## src/rtl/commit_unit_pkg.sv

```systemverilog
// Shared widths, op codes, memory size encoding and FSM states for the retire stage.
package commit_unit_pkg;

    localparam int ROB_ID_WIDTH    = 5;
    localparam int ALU_OP_WIDTH    = 8;
    localparam int REG_ADDR_WIDTH  = 5;
    localparam int REG_WIDTH       = 32;
    localparam int INST_ADDR_WIDTH = 32;

    localparam logic [ALU_OP_WIDTH-1:0] OP_NOP  = 8'h00;
    localparam logic [ALU_OP_WIDTH-1:0] OP_ADD  = 8'h01;
    localparam logic [ALU_OP_WIDTH-1:0] OP_SUB  = 8'h02;
    localparam logic [ALU_OP_WIDTH-1:0] OP_AND  = 8'h03;
    localparam logic [ALU_OP_WIDTH-1:0] OP_OR   = 8'h04;
    localparam logic [ALU_OP_WIDTH-1:0] OP_LW   = 8'h10;
    localparam logic [ALU_OP_WIDTH-1:0] OP_BEQ  = 8'h20;
    localparam logic [ALU_OP_WIDTH-1:0] OP_BNE  = 8'h21;
    localparam logic [ALU_OP_WIDTH-1:0] OP_BLT  = 8'h22;
    localparam logic [ALU_OP_WIDTH-1:0] OP_BGE  = 8'h23;
    localparam logic [ALU_OP_WIDTH-1:0] OP_BLTU = 8'h24;
    localparam logic [ALU_OP_WIDTH-1:0] OP_BGEU = 8'h25;
    localparam logic [ALU_OP_WIDTH-1:0] OP_JAL  = 8'h30;
    localparam logic [ALU_OP_WIDTH-1:0] OP_JALR = 8'h31;
    localparam logic [ALU_OP_WIDTH-1:0] OP_SB   = 8'h40;
    localparam logic [ALU_OP_WIDTH-1:0] OP_SH   = 8'h41;
    localparam logic [ALU_OP_WIDTH-1:0] OP_SW   = 8'h42;

    localparam logic [1:0] MEM_SIZE_B = 2'd0;
    localparam logic [1:0] MEM_SIZE_H = 2'd1;
    localparam logic [1:0] MEM_SIZE_W = 2'd2;

    typedef enum logic [1:0] {
        S_IDLE,
        S_STORE,
        S_FLUSH
    } commit_state_t;

    function automatic logic [1:0] store_size(input logic [ALU_OP_WIDTH-1:0] op);
        case (op)
            OP_SB:   return MEM_SIZE_B;
            OP_SH:   return MEM_SIZE_H;
            default: return MEM_SIZE_W;
        endcase
    endfunction

endpackage

```

## src/rtl/commit_mispredict_check.sv

```systemverilog
// Classifies the ROB head op and decides whether its control flow was mispredicted.
module commit_mispredict_check
    import commit_unit_pkg::*;
(
    input  logic [ALU_OP_WIDTH-1:0]    op,
    input  logic                       pred,
    input  logic                       outcome,
    input  logic [INST_ADDR_WIDTH-1:0] pred_target,
    input  logic [INST_ADDR_WIDTH-1:0] addr,
    input  logic [INST_ADDR_WIDTH-1:0] pc,
    output logic                       is_branch,
    output logic                       is_jump,
    output logic                       is_store,
    output logic                       mispredict,
    output logic [INST_ADDR_WIDTH-1:0] redirect_pc
);

    always_comb begin
        is_branch = 1'b0;
        is_jump   = 1'b0;
        is_store  = 1'b0;
        case (op)
            OP_BEQ, OP_BNE, OP_BLT, OP_BGE, OP_BLTU, OP_BGEU: is_branch = 1'b1;
            OP_JAL, OP_JALR:                                  is_jump   = 1'b1;
            OP_SB, OP_SH, OP_SW:                              is_store  = 1'b1;
            default: ;
        endcase
    end

    // A taken branch can still be wrong if the predicted target differs.
    always_comb begin
        mispredict  = 1'b0;
        redirect_pc = pc + 32'd4;
        if (is_branch) begin
            mispredict = (outcome != pred) || (outcome && pred && (pred_target != addr));
            if (outcome) redirect_pc = addr;
        end else if (is_jump) begin
            mispredict  = !pred || (pred_target != addr);
            redirect_pc = addr;
        end
    end

endmodule

```

## src/rtl/commit_unit.sv

```systemverilog
// In-order retire stage: acknowledges the ROB head, writes the register file,
// performs committed stores and raises a one-cycle flush on mispredicts.
module commit_unit
    import commit_unit_pkg::*;
#(
    parameter int CNT_WIDTH = 32
) (
    input  logic                       clk,
    input  logic                       rst,
    input  logic                       head_valid,
    input  logic [ROB_ID_WIDTH-1:0]    head_id,
    input  logic [ALU_OP_WIDTH-1:0]    head_op,
    input  logic [REG_ADDR_WIDTH-1:0]  head_rd,
    input  logic [REG_WIDTH-1:0]       head_value,
    input  logic [INST_ADDR_WIDTH-1:0] head_pc,
    input  logic [INST_ADDR_WIDTH-1:0] head_addr,
    input  logic                       head_pred,
    input  logic                       head_outcome,
    input  logic [INST_ADDR_WIDTH-1:0] head_pred_target,
    output logic                       commit_ack,
    output logic                       rf_we,
    output logic [REG_ADDR_WIDTH-1:0]  rf_waddr,
    output logic [REG_WIDTH-1:0]       rf_wdata,
    output logic [ROB_ID_WIDTH-1:0]    rf_wrob_id,
    output logic                       mem_req,
    output logic [INST_ADDR_WIDTH-1:0] mem_addr,
    output logic [REG_WIDTH-1:0]       mem_wdata,
    output logic [1:0]                 mem_size,
    input  logic                       mem_done,
    output logic                       flush,
    output logic [INST_ADDR_WIDTH-1:0] redirect_pc,
    output logic [CNT_WIDTH-1:0]       commit_cnt,
    output logic [CNT_WIDTH-1:0]       mispred_cnt
);

    commit_state_t state, next_state;

    logic                       is_branch, is_jump, is_store, mispredict;
    logic [INST_ADDR_WIDTH-1:0] check_redirect;
    logic                       idle_commit, store_start, do_flush;

    commit_mispredict_check u_check (
        .op          (head_op),
        .pred        (head_pred),
        .outcome     (head_outcome),
        .pred_target (head_pred_target),
        .addr        (head_addr),
        .pc          (head_pc),
        .is_branch   (is_branch),
        .is_jump     (is_jump),
        .is_store    (is_store),
        .mispredict  (mispredict),
        .redirect_pc (check_redirect)
    );

    assign idle_commit = (state == S_IDLE) && head_valid && !is_store;
    assign store_start = (state == S_IDLE) && head_valid && is_store;
    assign do_flush    = idle_commit && mispredict;

    always_ff @(posedge clk or posedge rst) begin
        if (rst) state <= S_IDLE;
        else     state <= next_state;
    end

    always_comb begin
        next_state = state;
        commit_ack = 1'b0;
        case (state)
            S_IDLE: begin
                if (head_valid) begin
                    if (is_store) begin
                        next_state = S_STORE;
                    end else begin
                        commit_ack = 1'b1;
                        next_state = mispredict ? S_FLUSH : S_IDLE;
                    end
                end
            end
            S_STORE: begin
                if (mem_done) begin
                    commit_ack = 1'b1;
                    next_state = S_IDLE;
                end
            end
            S_FLUSH: next_state = S_IDLE;
            default: next_state = S_IDLE;
        endcase
    end

    // Jumps write their link register even when they mispredict.
    always_ff @(posedge clk or posedge rst) begin
        if (rst) begin
            rf_we      <= 1'b0;
            rf_waddr   <= '0;
            rf_wdata   <= '0;
            rf_wrob_id <= '0;
        end else begin
            rf_we <= idle_commit && !is_branch && (head_rd != '0);
            if (idle_commit && !is_branch && (head_rd != '0)) begin
                rf_waddr   <= head_rd;
                rf_wdata   <= head_value;
                rf_wrob_id <= head_id;
            end
        end
    end

    always_ff @(posedge clk or posedge rst) begin
        if (rst) begin
            mem_req   <= 1'b0;
            mem_addr  <= '0;
            mem_wdata <= '0;
            mem_size  <= MEM_SIZE_B;
        end else if (store_start) begin
            mem_req   <= 1'b1;
            mem_addr  <= head_addr;
            mem_wdata <= head_value;
            mem_size  <= store_size(head_op);
        end else if ((state == S_STORE) && mem_done) begin
            mem_req <= 1'b0;
        end
    end

    always_ff @(posedge clk or posedge rst) begin
        if (rst) begin
            flush       <= 1'b0;
            redirect_pc <= '0;
        end else begin
            flush <= do_flush;
            if (do_flush) redirect_pc <= check_redirect;
        end
    end

    always_ff @(posedge clk or posedge rst) begin
        if (rst) begin
            commit_cnt  <= '0;
            mispred_cnt <= '0;
        end else begin
            if (commit_ack && (commit_cnt != '1))
                commit_cnt <= commit_cnt + CNT_WIDTH'(1);
            if (do_flush && (mispred_cnt != '1))
                mispred_cnt <= mispred_cnt + CNT_WIDTH'(1);
        end
    end

endmodule
```

## config.mk

```make
export PLATFORM = sky130hd
export DESIGN_NAME = commit_unit
export DESIGN_NICKNAME = d
export VERILOG_FILES = /design/src/rtl/commit_unit_pkg.sv /design/src/rtl/commit_mispredict_check.sv /design/src/rtl/commit_unit.sv
export SDC_FILE = /design/constraint.sdc
export NUM_CORES = 1
export LEC_CHECK = 0
export ABC_AREA = 1
export CORE_MARGIN = 2
export CORE_UTILIZATION = 50
export CTS_CLUSTER_DIAMETER = 30
export DETAILED_ROUTE_END_ITERATION = 12
export PLACE_DENSITY = 0.95
export SLEW_MARGIN = 5
export SYNTH_ARGS = -nofsm -noshare
export SYNTH_HDL_FRONTEND = slang
export SYNTH_SLANG_ARGS = --single-unit
```

## constraint.sdc

```tcl
create_clock -name clk -period 17.01 [get_ports clk]
set_clock_uncertainty 0.15 [all_clocks]
set_input_delay 3.402 -clock clk [delete_from_list [all_inputs] [get_ports clk]]
set_output_delay 3.402 -clock clk [all_outputs]
set_load 0.03 [all_outputs]
```

Word level (Yosys, flattened, before mapping)
Index checks and enable logic that the tools add are counted.
{"block": "word_totals", "register_bits": 209, "latchBits": 0, "mem_bits_rw": 0, "mem_bits_ro": 0, "input_bits": 152, "output_inout_bits": 208, "wordCells": 77, "memories": 0}
{"block": "op_classes", "n_addsub": 3, "n_mul": 0, "div_mod_pow": 0, "order_cmp": 0, "n_eq_ne": 18, "shift": 0, "muxes": 20, "bitwise_logic": 0, "reduce_logical": 23}
{"operator": "2-to-1 mux 32 bit", "count": 3}
{"operator": "adder 32 x 1 -> 32 bit (second input constant)", "count": 2}
{"operator": "== test 8 x 6 -> 1 bit (second input constant)", "count": 8}
{"operator": "inequality test 32 bit (second input constant)", "count": 2}
{"operator": "adder 32 x 3 -> 32 bit (second input constant)", "count": 1}
{"operator": "inequality test 32 bit", "count": 1}
{"operator": "== test 8 x 7 -> 1 bit (second input constant)", "count": 3}
{"operator": "logical AND 1 bit", "count": 11}
{"operator": "2-to-1 mux 1 bit", "count": 10}
{"operator": "2-to-1 mux 2 bit", "count": 4}
{"operator": "one-hot mux 2 bit (2 select lines)", "count": 2}
{"operator": "OR reduction 6 bit", "count": 1}
{"operator": "nonzero test 5 bit", "count": 1}
{"operator": "inequality test 2 bit (second input constant)", "count": 2}
{"operator": "zero test 1 bit", "count": 3}
{"operator": "OR reduction 3 bit", "count": 1}
{"operator": "== test 2 x 1 -> 1 bit (second input constant)", "count": 1}
{"operator": "zero test 2 bit", "count": 1}
{"operator": "logical OR 1 bit", "count": 2}
{"operator": "one-hot mux 1 bit (2 select lines)", "count": 1}
{"operator": "AND reduction 2 bit", "count": 1}
{"operator": "nonzero test 2 bit", "count": 1}
{"operator": "OR reduction 2 bit", "count": 1}
{"operator": "inequality test 1 bit", "count": 1}

Depth between registers and ports, before layout
Gate-level depths: netlist (run 1).
{"block": "logic_depth", "ltp_word": 9, "depth_mapped": 17, "mapped_depth_nobuf": 16}

Modules after synthesis
From an unflattened synthesis (run 1), not the netlist that was laid out.
{"block": "hier_totals", "hier_cells": 1647, "area_unflattened_um2": 11705.0}
{"mod": "commit_unit", "n_inst": 1, "cells_per_inst": 1268, "area_each_um2": 9701.8, "seq_area_each_um2": 5230.0}
{"mod": "commit_mispredict_check", "n_inst": 1, "cells_per_inst": 379, "area_each_um2": 2003.2, "seq_area_each_um2": 0.0}

Least setup slack after synthesis (run 1)
Ideal clock, no wire load.
{"block": "synth_path", "path_kind": "input-to-output", "start": "input head_op[5]", "end": "output commit_ack", "arrival_time_ps": 4078, "required_time_ps": 13458, "setup_slack_ps": 9380, "path_stages": 6, "path_buffers": 0, "cell_sequence": "inv_1 > nand3_1 > nor2_1 > nor3_2 > inv_1 > nand2_1"}
{"block": "synth_between", "elab_chain_len": 6, "elab_cells_between_ends": 8, "classes_between": "3 x eq/ne; 4 x mux; 1 x reduce/logical"}
{"element": "from (decl)", "line_no": "commit_unit.sv:12", "text": "input logic [ALU_OP_WIDTH-1:0] head_op,"}
{"element": "== test 8 x 7 -> 1 bit", "line_no": "commit_mispredict_check.sv:22", "text": "case (op)"}
{"element": "OR reduction 3 bit (*)", "line_no": "commit_mispredict_check.sv:22"}
{"element": "2-to-1 mux 1 bit (*)", "line_no": "commit_mispredict_check.sv:22"}
{"element": "2-to-1 mux 1 bit (*)", "line_no": "commit_unit.sv:71", "text": "if (is_store) begin"}
{"element": "2-to-1 mux 1 bit (*)", "line_no": "commit_unit.sv:70", "text": "if (head_valid) begin"}
{"element": "one-hot mux 1 bit (2 select lines) (*)", "line_no": "commit_unit.sv:68", "text": "case (state)"}
{"element": "to (decl)", "line_no": "commit_unit.sv:20", "text": "output logic commit_ack,"}
Every way passes the cells marked *; elsewhere a longest branch is shown, timed or not.

Worst setup path in the final report (run 1)
{"block": "layout_path", "start": "input head_op[4]", "end": "output commit_ack"}
The elaborated chain is that of the path after synthesis.

==> impl.org, run 1 <==
** Synthesis
- Area share of the largest cell type after synthesis :: 48.81%
- Fraction of registers with async set or reset after synthesis :: 100.0%
- Yosys printed 0 warnings.
- Yosys mapped the design onto 45 distinct sky130hd cell types.
- The mapped netlist covers 0.01072 mm2.
- Of all cell types, the one taking the most synthesized area is sky130_fd_sc_hd__dfrtp_1.
- Commonest register cell after synthesis :: sky130_fd_sc_hd__dfrtp_1
- Mean instance size in the synthesized netlist :: approximately 7.8 um2
- Synthesis handed over a netlist of 1366 instances.
- Counting every net in the synthesized netlist gives 1522.
- Number of enable-type register cells in the synthesized netlist :: 0
- Biggest area contributors in the synthesized netlist :: sky130_fd_sc_hd__dfrtp_1 49%, sky130_fd_sc_hd__nand2_1 14%, sky130_fd_sc_hd__inv_1 6.3%, sky130_fd_sc_hd__o21ai_0 5.3%, sky130_fd_sc_hd__nor2_1 3.1%
- Of the synthesized area, sequential elements account for approximately half.
- Number of flip-flops and latches in the synthesized netlist :: 209

** Power
- The analysis attributes to cell leakage a power of 7.649 nW.
- Summed over all nets, the switching power comes to 0.0005781 W.
- In this run, the combinational gates consume 22.2% of the power.
- Switching share of total power :: between 20% and 30%
- The internal portion of the total power is 0.001355 W.
- Relative contribution of the clock network to total power :: 46.6%
- Sequential fraction of design power :: a little under a third
- Power spread over the standard cell area amounts to about 120 mW/mm2.
- Peak VDD IR :: between 0.09 and 0.1 mV

** Floorplan
- From bottom edge to top edge, the die measures 150.4 um.
- Number of rows created at floorplan :: 53
- The total area inside the core boundary comes to about 0.021 mm2.
- The die covers 0.02262 mm2.
- From left edge to right edge, the die measures approximately 150 um.
- I/O pin total :: 360
- Initial Util :: 50.97%

** Placed design
- Detailed Place HPWL :: 26360 um
- At the end of routability-driven placement, the weighted congestion stood at around 0.92.
- Post-place instance area :: 0.01452 mm2
- Input and output buffers added on the ports amount to 359.
- Total placed cells including tap cells :: 1965

** Global routing
- Global-route usage over all layers :: 32.13%
- After global routing the overflow that remains totals 0.
- The number of global-route vias before repair was 11020.
- The first global-routing pass estimated 56660 um of wire.
- Entering global routing, the biggest net connects 97 pins.
- The initial antenna violation count was 0.

** Clock network
- Number of hold buffers added after cts :: 0
- Clock latency on the worst-skew pair :: 520 ps
- Deepest clock path buffer count :: 3
- The number of clock buffers added by TritonCTS is between 40 and 50.
- Gates resized during post-CTS repair numbered 0.
- The H-tree was split into 2 levels.
- Post-CTS Repair Setup Buffers :: 0
- After clock tree synthesis, the clock-pin slew on the worst setup and hold paths is 40 ps.
- Counting every sink on the clock net gives 209.
- Clock tree from TritonCTS :: built
- CTS Root Buffer Type :: sky130_fd_sc_hd__clkbuf_16

** Worst setup path
- Buffers & Inverters on Critical Path :: 3
- Of all nets on the critical path, the largest fanout is 5.
- CP required :: 13460 ps
- STA classifies the critical path endpoint as a primary output.
- STA classifies the critical path startpoint as a primary input.
- Walking the worst path, the cells encountered are clkdlybuf4s50_1, nor2_1, nand3_1, nor2_1, nor3_2, inv_1, nand2_1, clkdlybuf4s50_1.
- Type of the worst setup path :: primary input to primary output
- At the worst endpoint, the arrival time is about 5700 ps.
- Maximum single-stage delay on the critical path :: 690 ps
- Grouping stages by cell kind, the critical path spends the most delay in buffers and inverters.
- Slowest stage cell, crit path :: sky130_fd_sc_hd__clkdlybuf4s50_1

** Layout
- Layout cells sized above 1 :: 7.510%
- The repair_antennas step left the layout with diodes totalling 0.
- Layout-stage area growth over the synthesis result :: 50.29%
- Non-filler instance count after layout :: 2046
- After routing the design area is about 0.016 mm2.
- Number of nets in the layout :: 1893
- The layout has 1350 filler cells.
- Cells fill 76.61% of the core in the end.

** Routing
- Detail-routed via count per cell :: 5.364
- Wires add up to 36740 um.
- In this run the remaining antenna-violating nets after routing total 0.
- The detailed router placed 10980 vias in this run.
- Length of the first detailed-routing pass in iterations :: 6
- Average routed wire per standard cell :: ~18 um
- DRC viols :: 0
- The first routing iteration left about 640 violations.

** Timing
- Setup violations remaining at the end of the flow were counted as 0.
- Portion of the clock cycle consumed by the worst path in the final layout :: 54.14%
- Number of max-slew violations in the final report :: 0
- At the pin with the least slew margin, the transition time is 1184 ps.
- Headroom to the max-slew limit came out at 20.81%.
- Maximum frequency from static timing analysis :: 108.6 MHz
- Hold Slack :: 331.6 ps
- Min cycle time layout :: 9208 ps
- The hold violation count in the final report is 0.
- Post-Route Setup TNS :: 0 ps
- Setup repair after global routing left no endpoint under its margin.

** Run status
- Run status :: completed

** Job
- Number of max-capacitance violations reported :: 0

** Hold path
- Type of the most critical hold path :: flop to flop
## synthesized netlist by cell type, types with 3 or more instances
cell,instances
sky130_fd_sc_hd__o211ai_1,6
sky130_fd_sc_hd__inv_1,181
sky130_fd_sc_hd__nor2_2,6
sky130_fd_sc_hd__nor3_2,5
sky130_fd_sc_hd__o21ai_1,33
sky130_fd_sc_hd__xnor2_1,36
sky130_fd_sc_hd__ha_1,4
sky130_fd_sc_hd__nand3_1,59
sky130_fd_sc_hd__a21oi_1,20
sky130_fd_sc_hd__inv_2,16
sky130_fd_sc_hd__and3_1,3
sky130_fd_sc_hd__nand3b_1,8
sky130_fd_sc_hd__mux2_2,12
sky130_fd_sc_hd__o22ai_1,6
sky130_fd_sc_hd__nand4_1,30
sky130_fd_sc_hd__buf_6,4
sky130_fd_sc_hd__nand2_1,410
sky130_fd_sc_hd__dfrtp_1,209
sky130_fd_sc_hd__xor2_1,28
sky130_fd_sc_hd__o221ai_1,3
sky130_fd_sc_hd__clkbuf_1,23
sky130_fd_sc_hd__buf_2,11
sky130_fd_sc_hd__o21ai_0,113
sky130_fd_sc_hd__nor3_1,21
sky130_fd_sc_hd__nor2_1,88
sky130_fd_sc_hd__nor4_1,7
## through the flow
stage | power [W] | worst slack [ps]
CTS | 0.001940 | 7810
finish | 0.001933 | 7802
global route | 0.001996 | 7664
detailed placement | 0.001031 | 7830
global placement | 0.001016 | 7967
floorplan | 0.0008194 | 7749
## cells by family (layout without fill, tap and decap cells)
family / count (synthesis) / in the layout / synth area share (%)
xor gates and xnor gates: 64 / 64 / 5.231
DFF: 209 / 209 / 48.81
and+or+nand+nor: 651 / 651 / 26.13
AOI/OAI and AO/OA: 188 / 188 / 9.353
adders and majority gates: 4 / 4 / 0.4671
muxes: 12 / 12 / 1.261
buffers and inverters: 238 / 643 / 8.746
## worst paths after layout
| path | startpoint | to | slack (ps) | cells after the start |
|---|---|---|---|---|
| max | head_op[4] | commit_ack | 7800 | 8 |
| min | mem_addr[1]$_DFFE_PP0P_ | mem_addr[1]$_DFFE_PP0P_ | 330 | 2 |
| max reg2reg | state[1]$_DFFE_PP0P_ | redirect_pc[15]$_DFFE_PP0P_ | 13960 | 8 |
| min reg2reg | mem_addr[1]$_DFFE_PP0P_ | mem_addr[1]$_DFFE_PP0P_ | 330 | 2 |
| max in group asynchronous | rst | redirect_pc[16]$_DFFE_PP0P_ | 11460 | 4 |
| min in group asynchronous | rst | mispred_cnt[3]$_DFFE_PP0P_ | 3240 | 2 |
## worst register-to-register path: stages, from the launching register on
cell                       delay, ps
sky130_fd_sc_hd__dfrtp_1         410
sky130_fd_sc_hd__or2_1           280
sky130_fd_sc_hd__nor3_2          470
sky130_fd_sc_hd__nand2_1         110
sky130_fd_sc_hd__o21bai_4        220
sky130_fd_sc_hd__inv_2            60
sky130_fd_sc_hd__nand2_2         610
sky130_fd_sc_hd__o21ai_1         510
sky130_fd_sc_hd__inv_1           110
## flip-flops by register name, indices dropped and copies added (netlist names)
name,count
mem_addr,32
rf_we,1
rf_waddr,5
mem_req,1
mem_wdata,32
state,2
rf_wdata,32
rf_wrob_id,5
commit_cnt,32
mem_size,2
mispred_cnt,32
flush,1
redirect_pc,32
## power groups by stage
stage	Clock (W)	Combinational, W	Sequential, W
floorplan	0	0.0000983	0.000721
global placement	0	0.000412	0.000603
detailed placement	0	0.000423	0.000607
CTS	0.000908	0.000430	0.000602
global route	0.000933	0.000454	0.000609
finish	0.000901	0.000429	0.000603
## final cells by class
cell class / instances / area (um2) / share of cell area [%]
inverter: 198 / 750.7 / 4.662
multi-input combinational: 919 / 4561 / 28.32
tap: 275 / 344.1 / 2.137
timing repair buffer: 364 / 3631 / 22.55
sequential: 209 / 5230 / 32.48
clock buffer: 60 / 1285 / 7.979
clock inverter: 21 / 302.8 / 1.880
## per-layer routing
layer,GRT usage [%],vias to the layer above,part of all wire (%)
li1,-,5093,-
met1,37.07,5204,36
met2,55.93,539,50
met3,6.939,139,8.0
met4,16.84,0,5.5
met5,0,-,0
## placed cells by master (no fill, tap or decap), types with 5 or more instances in the layout
cell type	n
sky130_fd_sc_hd__a21oi_1	20
sky130_fd_sc_hd__buf_4	5
sky130_fd_sc_hd__bufinv_16	6
sky130_fd_sc_hd__clkbuf_1	7
sky130_fd_sc_hd__clkbuf_16	47
sky130_fd_sc_hd__clkbuf_8	6
sky130_fd_sc_hd__clkdlybuf4s50_1	359
sky130_fd_sc_hd__clkinvlp_4	7
sky130_fd_sc_hd__dfrtp_1	209
sky130_fd_sc_hd__inv_1	180
sky130_fd_sc_hd__inv_2	16
sky130_fd_sc_hd__mux2_2	12
sky130_fd_sc_hd__nand2_1	407
sky130_fd_sc_hd__nand3_1	59
sky130_fd_sc_hd__nand3b_1	8
sky130_fd_sc_hd__nand4_1	30
sky130_fd_sc_hd__nor2_1	88
sky130_fd_sc_hd__nor2_2	6
sky130_fd_sc_hd__nor3_1	21
sky130_fd_sc_hd__nor3_2	5
sky130_fd_sc_hd__nor4_1	7
sky130_fd_sc_hd__o211ai_1	6
sky130_fd_sc_hd__o21ai_0	113
sky130_fd_sc_hd__o21ai_1	33
sky130_fd_sc_hd__o22ai_1	6
sky130_fd_sc_hd__xnor2_1	36
sky130_fd_sc_hd__xor2_1	28
No activity file was read; power rests on OpenSTA's default activity.
==> run 2, diff against run 1 <==
CORE_UTILIZATION = 42   (was 50)
PLACE_DENSITY = 0.9   (was 0.95)
clock period = 7.4 ns   (was 17.01 ns; I/O delays follow)
==> impl.org, run 2 (synthesis results as in run 1) <==
** Clock network
- Clock latency on the worst-skew pair :: 520 ps (about the same)
- Number of buffers inserted during clock tree synthesis :: 48 (+6.7%)
- Post-CTS Repair Setup Buffers :: 0 (unchanged)
- Resize count post-CTS :: 0 (unchanged)
- The H-tree depth is 2 (unchanged).
- Number of hold buffers added after cts :: 0 (unchanged)
- The maximum number of buffers from clock root to sink is 3 (unchanged).
- The cell sitting at the root of the clock tree is a sky130_fd_sc_hd__clkbuf_16.
- CTS sink count :: 209 (unchanged)
- TritonCTS built the clock tree.
- Clock slew at reported path FFs :: 50 ps (about the same)

** Layout
- The non-filler instance count after layout came to 2108 (+3.0%).
- Most frequent cells in the layout :: 407 x sky130_fd_sc_hd__nand2_1, 359 x sky130_fd_sc_hd__clkdlybuf4s50_1, 209 x sky130_fd_sc_hd__dfrtp_1
- Layout-stage area growth over the synthesis result :: 53.28%
- The net total in the final layout is 1895 (+0.11%).
- The final-layout fill cell count was 1970 (+46%).
- ANT cells :: 0 (unchanged)
- Leaving out fill and tap cells, the most frequent cell in the layout is sky130_fd_sc_hd__nand2_1.
- The fraction of layout cells with a size suffix above 1 is 8.211% (+0.70 points).

** Global routing
- The number of global-route vias before repair was 11100 (+0.72%).
- The met3 layer usage reported by global route came to 7.576% (+0.64 points).
- The all-layer global routing usage is 27.16% (-5.0 points).
- Antenna violations before repair :: 0 (unchanged)
- The met1 usage was 30.94% (-6.1 points).
- The leftover overflow at the end of global routing was 0 (unchanged).
- Busiest grt layer :: met2
- Met2 global-route usage :: 46.81% (-9.1 points)
- First-pass GRT wire length :: 57440 um (+1.4%)
- Maximum number of pins on one net before global-route repair :: 96 (-1.0%)

** Routing
- The number of nets still failing antenna checks after routing was 0 (unchanged).
- The count of unresolved DRC violations after routing was 0 (unchanged).
- Length of the first detailed-routing pass in iterations :: 7 (+1)
- The overall via count from detail_route was 10970 (-0.0091%).
- Average routed wire per standard cell :: 17.51 um (-2.5%)
- First DRT Iteration DRCs :: 803 (+26%)
- The total routed wirelength came to 36920 um (+0.48%).
- Detail-routed via count per cell :: 5.206 (-3.0%)

** Worst setup path
- The count of cells along the worst register-to-register path was 8 (unchanged).
- CP required :: 5770 ps (-7690 ps)
- Type of the worst setup path :: primary input to primary output
- The worst register-to-register path ends at mispred_cnt[1]$_DFFE_PP0P_.
- The worst-path maximum fanout was 5 (unchanged).
- The worst setup path is captured at a primary output.
- Reg-to-reg critical path startpoint :: state[1]$_DFFE_PP0P_
- Type of origin of the critical path :: primary input
- Flop-to-flop setup slack :: 4340 ps (-9620 ps)
- Critical Path AT :: 3600 ps (-2060 ps)

** Placed design
- The last weighted congestion value of the routability-driven placer came to 0.9184 (about the same).
- The count of input and output buffers is 359 (unchanged).
- Detailed Place HPWL :: 26520 um (+0.59%)
- Total placed cells including tap cells :: 2019 (+2.7%)

** Timing
- The number of endpoints failing setup at the final stage was 0 (unchanged).
- Least-Margin Pin Slew :: 1171 ps (-12.84 ps)
- Unrepaired setup endpoints after global routing :: false
- The hold violation count in the final report is 0 (unchanged).
- Maximum frequency from static timing analysis :: approximately 190 MHz
- Relative max-transition margin :: 21.67% (+0.86 points)
- The final count of pins violating max slew came to 0 (unchanged).
- The clock period could shrink to 5233 ps.
- Of the available clock period, the critical path in the final layout requires 70.72%.
- Post-Route Setup TNS :: 0 ps (unchanged)

** Floorplan
- The core outline area came to 0.02511 mm2 (+19%).
- I/O pin total :: 360 (unchanged)
- The overall die area was 0.02681 mm2 (+19%).
- The vertical extent of the die came to 163.7 um (+8.9%).
- The die boundary width was 163.7 um (+8.9%).
- The number of standard-cell rows in the floorplan was 58 (+9.4%).
- Initial Util :: 42.67% (-8.3 points)

** Job
- Number of max-capacitance violations reported :: 0 (unchanged)

** Power
- The static leakage power is 7.783 nW (+1.8%).
- The ratio of total power to cell area came to 291.2 mW/mm2 (+140%).
- Total design power :: 0.004783 W (+150%)
- The worst-case vdd ir drop was 0.2295 mV (+150%).

** Hold path
- Worst hold path cell count :: 2 (unchanged)
- For hold timing, the worst endpoint is mem_addr[15]$_DFFE_PP0P_.
- Type of the most critical hold path :: flop to flop
- The startpoint identified for the worst hold timing path is mem_addr[15]$_DFFE_PP0P_.

** Run status
- The run finished with clean final reports.
run 2: report_power, final:
part,total [W],switching (W),internal (W)
clock network,0.00242,0.000705,0.00171
registers,0.00139,0.000103,0.00128
logic,0.000980,0.000577,0.000403
run 2: area by class of cell:
cell class	count	area, um2	area share [%]
inverters	198	750.7	4.571
clock buffers	52	1246	7.587
repair buffers	363	3623	22.06
multi-input cells	919	4561	27.77
flip-flops and latches	209	5230	31.84
clock inverters	37	600.6	3.657
well taps	330	412.9	2.514
run 2: stage by stage:
| stage | setup WS [ps] | hold WS (ps) | area (um2) | utilization, % |
|---|---|---|---|---|
| floorplan | 60.82 | 294.1 | 10720 | - |
| global placement | 2256 | 312.9 | 14580 | 58.06 |
| detailed placement | 2173 | 318.5 | 14580 | 58.06 |
| CTS | 2118 | 331.4 | 16420 | 65.41 |
| global route | 2033 | 355.6 | 16420 | 65.41 |
| finish | 2167 | 328.7 | 16420 | 65.41 |
run 2: per-layer routing:
layer,part of all wire (%),wire length (um),vias up
met5,0,0,-
met4,5.4,2002,0
met2,49,18010,561
met3,8.7,3194,142
met1,37,13720,5166
li1,-,-,5105
run 2: worst max-delay path, stage by stage:
cell,delay [ps]
sky130_fd_sc_hd__clkdlybuf4s50_1,530
sky130_fd_sc_hd__nor2_1,70
sky130_fd_sc_hd__nand3_1,70
sky130_fd_sc_hd__nor2_1,100
sky130_fd_sc_hd__nor3_2,400
sky130_fd_sc_hd__inv_1,100
sky130_fd_sc_hd__nand2_1,140
sky130_fd_sc_hd__clkdlybuf4s50_1,700
run 2: worst max path at each step:
stage                     slack, ps  depth (start not counted)       start                         to
final                          2170                          8  head_op[4]                 commit_ack
after global routing           2030                          8  head_op[4]                 commit_ack
after CTS                      2120                          8  head_op[4]                 commit_ack
after detailed placement       2170                          8  head_op[4]                 commit_ack
after global placement         2260                          8  head_op[4]                 commit_ack
after floorplan                  60                          1         rst  commit_cnt[0]$_DFFE_PP0P_
==> run 3, diff against run 2 <==
CORE_UTILIZATION = 46   (was 42)
PLACE_DENSITY = 0.93   (was 0.9)
clock period = 5 ns   (was 7.4 ns; I/O delays follow)
==> impl.org, run 3 (synthesis results as in run 1) <==
** Floorplan
- The die boundary width came to 156.6 um (-4.3%).
- Core Box Area :: 0.02278 mm2 (-9.3%)
- Initial Util :: 47.04% (+4.4 points)
- Die extent in y :: 156.6 um (-4.3%)
- The number of standard-cell rows in the floorplan is 55 (-5.2%).
- I/O pin total :: 360 (unchanged)
- The overall die area was 0.02453 mm2 (-8.5%).

** Routing
- Length of the first detailed-routing pass in iterations :: 7 (unchanged)
- The routed via count divided by cell count came to 5.261 (+1.1%).
- Average routed wire per standard cell :: 17.44 um (-0.44%)
- Total number of vias :: 11010 (+0.35%)
- The number of violations reported at the end of detailed-routing iteration 0 was 861 (+7.2%).
- The total routed wirelength was 36490 um (-1.2%).
- DRT antenna net count :: 0 (unchanged)
- DRC viols :: 0 (unchanged)

** Power
- The sequential group share of total power is 29.8% (+0.8 points).
- The switching power total was 0.001992 W (+44%).
- Cell area power density :: 420.5 mW/mm2 (+44%)
- Relative contribution of the clock network to total power :: 49.0% (-1.5 points)
- Cell internal power dissipation :: 0.004889 W (+44%)
- P_leak :: 7.773 nW (-0.14%)
- Portion of total power attributed to combinational logic :: 21.2% (+0.7 points)
- Peak VDD IR :: 0.2764 mV (+20%)
- The switching share of total power is 28.95% (about the same).

** Placed design
- The placed wire-length estimate after detailed placement is 25910 um (-2.3%).
- I/O Buffers :: 359 (unchanged)
- The last weighted congestion value of the routability-driven placer is 0.9385 (+2.2%).
- The cell count after placement came to 2006 (-0.64%).
- The total placed instance area is 0.01461 mm2 (+0.21%).

** Layout
- Non-filler instance count after layout :: 2093 (-0.71%)
- ANT cells :: 0 (unchanged)
- The top cell types in the final layout, fill and taps aside, are 407 x sky130_fd_sc_hd__nand2_1, 359 x sky130_fd_sc_hd__clkdlybuf4s50_1, 209 x sky130_fd_sc_hd__dfrtp_1.
- Number of nets in the layout :: 1898 (+0.16%)
- Layout-stage area growth over the synthesis result :: 52.70%
- Layout cells sized above 1 :: 8.315% (+0.10 points)
- The sequential cell area is 0.005230 mm2 (unchanged).
- The final-layout fill cell count was 1502 (-24%).
- The library cell used most frequently in the layout, excluding fill and tap cells, is sky130_fd_sc_hd__nand2_1.
- The multi-input gate area in the final layout came to 0.004561 mm2 (unchanged).
- The area of all placed cells without fillers is 0.01636 mm2 (-0.38%).

** Clock network
- Post-CTS Repair Setup Buffers :: 0 (unchanged)
- Resize count post-CTS :: 0 (unchanged)
- Deepest clock path buffer count :: 3 (unchanged)
- The clock buffer count from CTS was 47 (-2.1%).
- Number of hold buffers added after cts :: 0 (unchanged)
- The H-tree depth is 2 (unchanged).
- Clock slew at reported path FFs :: 50 ps (about the same)
- TritonCTS built the clock tree.
- The clock latency on the worst-skew pair came to 510 ps (about the same).
- The total number of clock tree sinks was 209 (unchanged).
- The tree is rooted in a sky130_fd_sc_hd__clkbuf_16.

** Timing
- Least-Margin Pin Slew :: 941.2 ps (-229.6 ps)
- Post-Route Setup TNS :: 0 ps (unchanged)
- Number of max-slew violations in the final report :: 0 (unchanged)
- In the finished design, the share of the clock period the worst path needs comes to 84.44%.
- The number of endpoints failing setup at the final stage came to 0 (unchanged).
- Relative max-transition margin :: 37.25% (+16 points)
- For the finished layout, the period the worst path requires is 4222 ps.
- The hold violation count in the final report came to 0 (unchanged).
- Unrepaired setup endpoints after global routing :: false
- Derived from the worst setup path, the maximum achievable clock frequency is 236.9 MHz.

** Run status
- Run status :: completed

** Worst setup path
- Reg-to-reg critical path startpoint :: state[1]$_DFFE_PP0P_
- The data arrival time of the worst path came to 3070 ps (-530 ps).
- CP required :: 3850 ps (-1920 ps)
- Critical path launch point :: head_op[4]
- Critical Path Fanout Max :: 5 (unchanged)
- The critical path is of the primary input to primary output type.
- STA classifies the critical path startpoint as a primary input.
- Element type at the critical path end :: primary output

** Hold path
- In this run the most critical hold path is launched from state[1]$_DFFE_PP0P_.
- Type of the most critical hold path :: flop to flop

** Global routing
- The number of global-route vias before repair was 11130 (+0.29%).
- Maximum number of pins on one net before global-route repair :: 111 (+16%)
- Congestion Overflow GR :: 0 (unchanged)
- Antenna violations before repair :: 0 (unchanged)
- The first-pass GRT wire length was 56520 um (-1.6%).
- The all-layer global routing usage was 29.30% (+2.1 points).

** Job
- The number of maximum-capacitance constraint violations is 0 (unchanged).
[run 3: metal layers]
| layer | wire, um | vias up | GRT usage [%] | part of all wire [%] |
|---|---|---|---|---|
| li1 | - | 5099 | - | - |
| met1 | 13210 | 5207 | 32.27 | 36 |
| met2 | 18070 | 554 | 50.93 | 50 |
| met3 | 3160 | 152 | 8.197 | 8.7 |
| met4 | 2052 | 0 | 16.56 | 5.6 |
| met5 | 0 | - | 0 | 0 |
[run 3: area by class of cell]
class / count / area share, %
flip-flops and latches: 209 / 31.96
multi-input cells: 919 / 27.87
repair buffers: 367 / 22.48
clock buffers: 57 / 8.106
inverters: 198 / 4.565
clock inverters: 30 / 2.615
well taps: 313 / 2.394
[run 3: per-stage QoR]
step                total power [W]  hold WS [ps]  util (%)  setup WS (ps)
finish                     0.006881         331.7     71.83          778.1
global route               0.007116         353.4     71.83          687.5
floorplan                  0.002788         294.1         -           1136
CTS                        0.006919         334.9     71.83          777.7
detailed placement         0.003505         321.3     64.13          826.7
global placement           0.003458         314.0     64.13          849.4
[run 3: critical path, cell delays in order]
cell and delay [ps]:
sky130_fd_sc_hd__clkdlybuf4s50_1 470, sky130_fd_sc_hd__nor2_1 140, sky130_fd_sc_hd__nand3_1 130, sky130_fd_sc_hd__nor2_1 310, sky130_fd_sc_hd__nor3_2 60, sky130_fd_sc_hd__buf_4 170
sky130_fd_sc_hd__inv_1 50, sky130_fd_sc_hd__nand2_1 100, sky130_fd_sc_hd__clkdlybuf4s50_1 630
[run 3: power groups by stage]
stage | clock network, W | registers [W] | logic (W)
after floorplan | 0 | 0.00245 | 0.000335
after global placement | 0 | 0.00205 | 0.00140
after detailed placement | 0 | 0.00206 | 0.00144
after CTS | 0.00341 | 0.00205 | 0.00147
after global routing | 0.00350 | 0.00207 | 0.00154
final | 0.00337 | 0.00205 | 0.00146
[run 3: final timing paths]
check / endpoint / slack, ps / depth (start not counted)
setup / recovery: commit_ack / 780 / 9
hold / removal: state[0]$_DFFE_PP0P_ / 330 / 1
setup reg to reg: redirect_pc[23]$_DFFE_PP0P_ / 2290 / 10
hold reg to reg: state[0]$_DFFE_PP0P_ / 330 / 1
max in group asynchronous: mem_wdata[6]$_DFFE_PP0P_ / 3320 / 3
min in group asynchronous: mispred_cnt[11]$_DFFE_PP0P_ / 860 / 3
